### config.mk
export PLATFORM = sky130hd
export DESIGN_NAME = serial_paralelo_rx
export DESIGN_NICKNAME = d
export VERILOG_FILES = /design/src/rtl/serial_paralelo_rx.sv
export SDC_FILE = /design/constraint.sdc
export NUM_CORES = 1
export LEC_CHECK = 0
export ABC_AREA = 1
export CAP_MARGIN = 25
export CORE_UTILIZATION = 51
export CTS_BUF_LIST = sky130_fd_sc_hd__clkbuf_2 sky130_fd_sc_hd__clkbuf_4 sky130_fd_sc_hd__clkbuf_8
export DETAILED_ROUTE_END_ITERATION = 16
export PLACE_DENSITY = 0.77
export SYNTH_ARGS = -nofsm -noshare
export SYNTH_HDL_FRONTEND = slang
export SYNTH_SLANG_ARGS = --single-unit
### constraint.sdc
create_clock -name clk_32f -period 1.5 [get_ports clk_32f]
set_clock_uncertainty 0.2 [all_clocks]
set_input_delay 0.3 -clock clk_32f [delete_from_list [all_inputs] [get_ports clk_32f]]
set_output_delay 0.3 -clock clk_32f [all_outputs]
set_load 0.02 [all_outputs]
### src/rtl/serial_paralelo_rx.sv
// serial_paralelo_rx
// Receive-side deserializer. Shifts the serial stream in MSB first on clk_32f,
// finds byte alignment from the 0xBC comma, locks after BC_LOCK aligned commas
// and then presents each aligned payload byte for one 8-cycle byte period.
// COMMA and IDLE characters are stripped: they drop valid_out while data_out
// keeps the last payload byte.
//
// Output semantics: there is no backpressure. data_out/valid_out change only
// on the edge that completes an aligned byte, and byte_strobe is high for the
// single cycle that follows that edge. A consumer samples data_out when
// byte_strobe is high and treats it as payload only if valid_out is high.
module serial_paralelo_rx #(
  parameter logic [7:0]  COMMA     = 8'hBC,
  parameter logic [7:0]  IDLE      = 8'h7C,
  parameter int unsigned BC_LOCK   = 4,
  parameter int unsigned LOSE_LOCK = 4
) (
  input  logic       clk_32f,
  input  logic       reset,
  input  logic       data_in,
  output logic [7:0] data_out,
  output logic       valid_out,
  output logic       byte_strobe,
  output logic       locked_out,
  output logic       active_out
);

  typedef enum logic [1:0] {
    SEARCH  = 2'd0,
    LOCKING = 2'd1,
    LOCKED  = 2'd2,
    ACTIVE  = 2'd3
  } state_t;

  localparam logic [3:0] BC_LOCK_C   = 4'(BC_LOCK);
  localparam logic [3:0] LOSE_LOCK_C = 4'(LOSE_LOCK);

  state_t     state_q, state_d;
  logic [7:0] sr_q, sr_d;
  logic [2:0] bit_cnt_q, bit_cnt_d;
  logic [3:0] cc_q, cc_d;
  logic [7:0] data_q, data_d;
  logic       valid_q, valid_d;
  logic       strobe_q, strobe_d;

  // Window including the bit being sampled this edge; every decision uses it
  // so the aligned byte is acted on at its own 8th bit edge.
  logic [7:0] nxt;
  logic [3:0] cc_inc;
  logic       boundary;

  // Next-state, alignment counting and output updates.
  always_comb begin
    nxt       = {sr_q[6:0], data_in};
    cc_inc    = (cc_q == 4'hF) ? cc_q : cc_q + 4'd1;
    boundary  = (bit_cnt_q == 3'd7) && (state_q != SEARCH);
    state_d   = state_q;
    sr_d      = nxt;
    bit_cnt_d = bit_cnt_q + 3'd1;
    cc_d      = cc_q;
    data_d    = data_q;
    valid_d   = valid_q;
    strobe_d  = boundary;

    case (state_q)
      SEARCH: begin
        // Free-running bit search: any comma window sets the byte phase.
        if (nxt == COMMA) begin
          state_d   = LOCKING;
          bit_cnt_d = 3'd0;
          cc_d      = 4'd1;
        end
      end
      LOCKING: begin
        if (boundary) begin
          if (nxt == COMMA) begin
            cc_d = cc_inc;
            if (cc_inc == BC_LOCK_C) begin
              state_d = LOCKED;
              cc_d    = 4'd0;
            end
          end else begin
            state_d = SEARCH;
            cc_d    = 4'd0;
          end
        end
      end
      LOCKED: begin
        if (boundary) begin
          if (nxt == IDLE) begin
            state_d = ACTIVE;
            valid_d = 1'b0;
          end else if (nxt != COMMA) begin
            state_d = ACTIVE;
            data_d  = nxt;
            valid_d = 1'b1;
          end
        end
      end
      ACTIVE: begin
        // Alignment is frozen here; a run of commas means the transmitter
        // went inactive, so fall back to LOCKED without realigning.
        if (boundary) begin
          if (nxt == COMMA) begin
            valid_d = 1'b0;
            cc_d    = cc_inc;
            if (cc_inc == LOSE_LOCK_C) begin
              state_d = LOCKED;
              cc_d    = 4'd0;
            end
          end else if (nxt == IDLE) begin
            valid_d = 1'b0;
            cc_d    = 4'd0;
          end else begin
            data_d  = nxt;
            valid_d = 1'b1;
            cc_d    = 4'd0;
          end
        end
      end
      default: begin
        state_d = SEARCH;
        cc_d    = 4'd0;
      end
    endcase
  end

  // State and datapath registers with synchronous active-high reset.
  always_ff @(posedge clk_32f) begin
    if (reset) begin
      state_q   <= SEARCH;
      sr_q      <= 8'd0;
      bit_cnt_q <= 3'd0;
      cc_q      <= 4'd0;
      data_q    <= 8'd0;
      valid_q   <= 1'b0;
      strobe_q  <= 1'b0;
    end else begin
      state_q   <= state_d;
      sr_q      <= sr_d;
      bit_cnt_q <= bit_cnt_d;
      cc_q      <= cc_d;
      data_q    <= data_d;
      valid_q   <= valid_d;
      strobe_q  <= strobe_d;
    end
  end

  assign data_out    = data_q;
  assign valid_out   = valid_q;
  assign byte_strobe = strobe_q;
  assign locked_out  = (state_q == LOCKED) || (state_q == ACTIVE);
  assign active_out  = (state_q == ACTIVE);

endmodule

; Word level (Yosys, flattened, before mapping)
; Index checks and enable logic that the tools add are counted.
[word_totals]
latch_bits = 0
ff_bits = 26
out_inout_bits = 12
n_memories = 0
input_bits = 3
mem_bits_ro = 0
ramBits = 0
[op_classes]
n_mul = 0
n_reduce_logical = 11
n_shift = 0
eq_ne = 20
muxes = 32
div = 0
n_addsub = 2
order_cmp = 0
n_bitwise = 0
[op_table]
columns = cell, n
row1 = 8-bit two-way mux, 6
row2 = 4-bit two-way mux, 5
row3 = 2-bit two-way mux, 9
row4 = 8-bit case mux with 2 select lines, 1
row5 = "2-bit inequality test, second input constant", 7
row6 = "8-bit by 7-bit equality test with 1-bit output, second input constant", 1
row7 = "8-bit equality test, second input constant", 1
row8 = "8-bit inequality test, second input constant", 1
row9 = 2-bit case mux with 4 select lines, 1
row10 = 4-bit case mux with 2 select lines, 1
row11 = 7-bit AND reduction, 1
row12 = 1-bit two-way mux, 6
row13 = 3-bit two-way mux, 2
row14 = "2-bit by 1-bit inequality test with 1-bit output, second input constant", 3
row15 = 6-bit AND reduction, 1
row16 = 2-bit nonzero test, 3
row17 = "4-bit by 1-bit adder with 4-bit output, second input constant", 1
row18 = "2-bit equality test, second input constant", 2
row19 = "4-bit by 3-bit equality test with 1-bit output, second input constant", 1
row20 = "4-bit equality test, second input constant", 1
row21 = 4-bit AND reduction, 1
row22 = "3-bit by 1-bit adder with 3-bit output, second input constant", 1
row23 = "3-bit equality test, second input constant", 1
row24 = "3-bit inequality test, second input constant", 1
row25 = other kinds (7), 7

; Longest topological paths before layout
[logic_depth]
word_depth = 7
mapped_depth = 10

; Worst setup path after synthesis
; No wires, ideal clock.
[synth_path]
kind = reg2reg
from = register cc_q[0]
to = register state_q[0]
path_stages_with_launch = 11
t_arrival_ns = 1.202
path_slack_ns = -0.031
path_cell_list = dfxtp_1 ha_1 inv_1 nand2_1 nand2_1 nand2_1 nand2_2 o21ai_1 nand2_1 nand2_1 a21oi_2
[synth_via]
elab_chain_cells = 7
[synth_rtl]
columns = element, line
row1 = start: declaration, 41  ; logic [3:0] cc_q, cc_d;
row2 = start signal: assignment, 134  ; cc_q <= 4'd0;
row3 = start signal: assignment, 142  ; cc_q <= cc_d;
row4 = 4-bit by 1-bit adder with 4-bit output / 4-bit equality test (equally long branches), 55  ; cc_inc = (cc_q == 4'hF) ? cc_q : cc_q + 4'd1;
row5 = 4-bit two-way mux *, 55
row6 = 4-bit by 3-bit equality test with 1-bit output *, "78, 107"
row7 = 2-bit two-way mux *, -
row8 = 2-bit two-way mux (on tied branches) (2 in series), -
row9 = 2-bit case mux with 4 select lines *, -
row10 = end signal: assignment, 139  ; state_q <= state_d;
row11 = end: declaration, 38  ; state_t state_q, state_d;
; Mark *: on every way between the ends. The rest lies on a longest branch, timed or not. The select of a mux whose other input is x is not followed.
; A chain may end at the register's enable or synchronous reset.

; Worst setup path after layout
; Same ends and word-level chain as after synthesis.

==> flow_summary_export.csv <==
group,metric,value,unit
route,wl_per_cell,13.1,um
floorplanning,die_h,50.2,um
route,ant_nets,0,
sta,hold_violations,0,
sta,finalMaxSlewViolations,0,
finish,final_cell_mix,"nand2_1, inv_1, dfxtp_1",
route,drt_pre_antenna_iters,4,
sta,min_period_over_period,1.04,
logic_synthesis,synth_edf_count,0,
finish,final_cells,214,
worst_hold_path,hold_path.class,"in -> reg",
finish,fin_util,0.744,
sta,min_period,1.56,ns
worst_setup_path,worstSetupEndpointType,"register",
finish,fin_nets,193,
clock_tree,clock_path_buffers,2,
worst_setup_path,cp_cell_sequence,"ha_4, nand3_2, nand2_1, nand2_1, nand2_2, o21ai_1, nand2_1, nand2_2, a21oi_2",
floorplanning,start_util,0.540,
floorplanning,ioPinCount,15,
status,violations,"negative setup slack",
worst_setup_path,worstPathArrival,1.58,ns
route,viasPerCell,5.22,
logic_synthesis,yosysSeqAreaShare,0.440,
route,drc,0,
global_route,grt_pass1_wl,4170,um
logic_synthesis,synth_area_leader_cell,"dfxtp_1",
logic_synthesis,synth_flop_cell,"dfxtp_1",
logic_synthesis,synth_top_area_share,0.440,
logic_synthesis,synth.distinct_cells,25,
place,dpl_cell_area,0.00139,mm2
sta,finalSetupViolCount,7,
power_and_ir_drop,ir_worst_vdd,0.579,mV
logic_synthesis,synth_area,0.00118,mm2
finish,fillers,152,
power_and_ir_drop,p_per_area,685,mW/mm2
route,drtIter0Drc,24,
sta,rsz0062_at_grt,"true",
worst_setup_path,path_class,"reg -> reg",
floorplanning,rows,17,
power_and_ir_drop,power.leakage,0.662,nW
power_and_ir_drop,power,1.12,mW
route,dr_total_vias,1118,
logic_synthesis,ys_ff_latch,26,
finish,n_antenna_cell,0,
logic_synthesis,avgSynthCellArea,7.49,um2
place,gp_congestion,0.868,
logic_synthesis,syn_nets,164,
logic_synthesis,synth-async-reset-ratio,0,
worst_setup_path,slowest_delay,0.37,ns
sta,worst_slack,-0.0586,ns
sta,worst_pin_slew,0.470,ns
clock_tree,htree_num_levels,1,
floorplanning,core_area,0.00219,mm2
logic_synthesis,ys_warn_count,0,
global_route,grt_antenna_before_repair,0,
sta,max_freq,0.642,GHz
global_route,grt_pass1_vias,998,
finish,synthToLayoutAreaGrowth,37.6,%
flow_run,cap_violations,0,
sta,slew_headroom,0.687,
clock_tree,clkTransAtPathRegs,0.13,ns
worst_setup_path,crit_path_max_fanout,6,
global_route,overflow,0,
status,status,"finished, violations left",
clock_tree,clk_latency,0.31,ns
worst_setup_path,cpMaxStageDelayCell,"dfxtp_2",
worst_setup_path,critPathRequiredTime,1.52,ns
global_route,grt_max_degree,17,
place,place_inst,202,
clock_tree,cts_root_buffer,"clkbuf_4",
logic_synthesis,ys_top_cells_by_area,"dfxtp_1, nand2_1, inv_1",
place,hpwl,1620,um
finish,layout-drive-gt1-share,0.468,
floorplanning,die-area,0.00252,mm2
clock_tree,clock-sinks,26,
route,routed_wl,2800,um
clock_tree,numCtsBuffers,3,
worst_setup_path,cpMostUsedCell,"nand2_1",
finish,design_area,0.00163,mm2
logic_synthesis,synth_cells,158,
worst_setup_path,worstSetupStartpointType,"register",
place,port_buffers,14,
clock_tree,tritoncts,"built",
place,place_ws,-0.441,ns
global_route,track_usage,0.214,
floorplanning,die_w,50.2,um
[worst max-delay path: cells and delay by family, from the launching register on]
family | cells | cell delay, ns
AND/OR/NAND/NOR | 6 | 0.52
flip-flops | 1 | 0.37
AO/OA/AOI/OAI | 2 | 0.19
adder cells (fa/ha/maj) | 1 | 0.18
[cells in the mapped netlist, types with 2 or more instances]
master	number
a21oi_1	12
nand3_1	5
clkbuf_1	2
nand2_2	3
nor2_1	14
nand2_1	33
ha_1	3
nand4_1	3
o21ai_1	2
nor2_2	2
nor3_1	2
a21oi_2	3
dfxtp_1	26
inv_1	28
o21ai_0	9
nand3_2	2
[area by class of cell]
class | instances | area (um2) | share of cell area
tap | 28 | 35.0 | 0.0215
timing repair buffer | 27 | 213 | 0.131
sequential | 26 | 534 | 0.328
multi-input combinational | 100 | 694 | 0.426
inverter | 29 | 116 | 0.0714
clock buffer | 4 | 36.3 | 0.0223
[timing repair]
item / CTS / global route
resized for setup: 45 / 55
buffers inserted: 5 / 2
setup endpoints to repair: 27 / 28
hold buffers: 0 / 0
pin swaps: 9 / 20
cloned: 1 / 0
[where the power goes]
group,internal (mW),total [mW],switching [mW]
sequential,0.702,0.712,0.0101
clock,0.148,0.346,0.198
combinational,0.0250,0.0576,0.0326
total,0.876,1.12,0.240
[stage by stage]
step           hold slack (ns)  TNS (ns)
6_report                 0.216    -0.139
5_1_grt                  0.206     -1.15
4_1_cts                  0.204    -0.193
3_5_place_dp             0.224     -7.08
3_3_place_gp             0.219     -6.47
2_1_floorplan            0.207         0
[registers in the layout, summed over array words and instances (netlist names)]
signal,count
valid_out,1
state_q,2
byte_strobe,1
bit_cnt_q,3
data_out,8
cc_q,4
sr_q,7
[routing by layer]
| layer | global-route usage | wire (um) | up-vias |
|---|---|---|---|
| met5 | 0 | 0 | - |
| met4 | 0.0810 | 44 | 0 |
| met3 | 0.0182 | 109 | 6 |
| met2 | 0.404 | 1480 | 37 |
| met1 | 0.244 | 1170 | 523 |
| li1 | - | - | 552 |
[worst paths after layout]
check / end / start / depth (start not counted) / slack, ns
hold / removal: sr_q[0] / data_in / 3 / 0.22
setup / recovery: state_q[0] / cc_q[0] / 9 / -0.06
setup reg to reg: state_q[0] / cc_q[0] / 9 / -0.06
hold reg to reg: bit_cnt_q[0] / bit_cnt_q[0] / 1 / 0.25
[kinds of logic (layout without fill, tap and decap cells)]
family                     after synthesis  after routing  share of synthesized area
buffers and inverters                   33             60                      0.111
adders and majority gates                3              3                     0.0317
AOI/OAI and AO/OA                       27             27                      0.127
DFF                                     26             26                      0.440
and+or+nand+nor                         69             70                      0.291
Note: power is estimated with default switching activity, not from simulation.
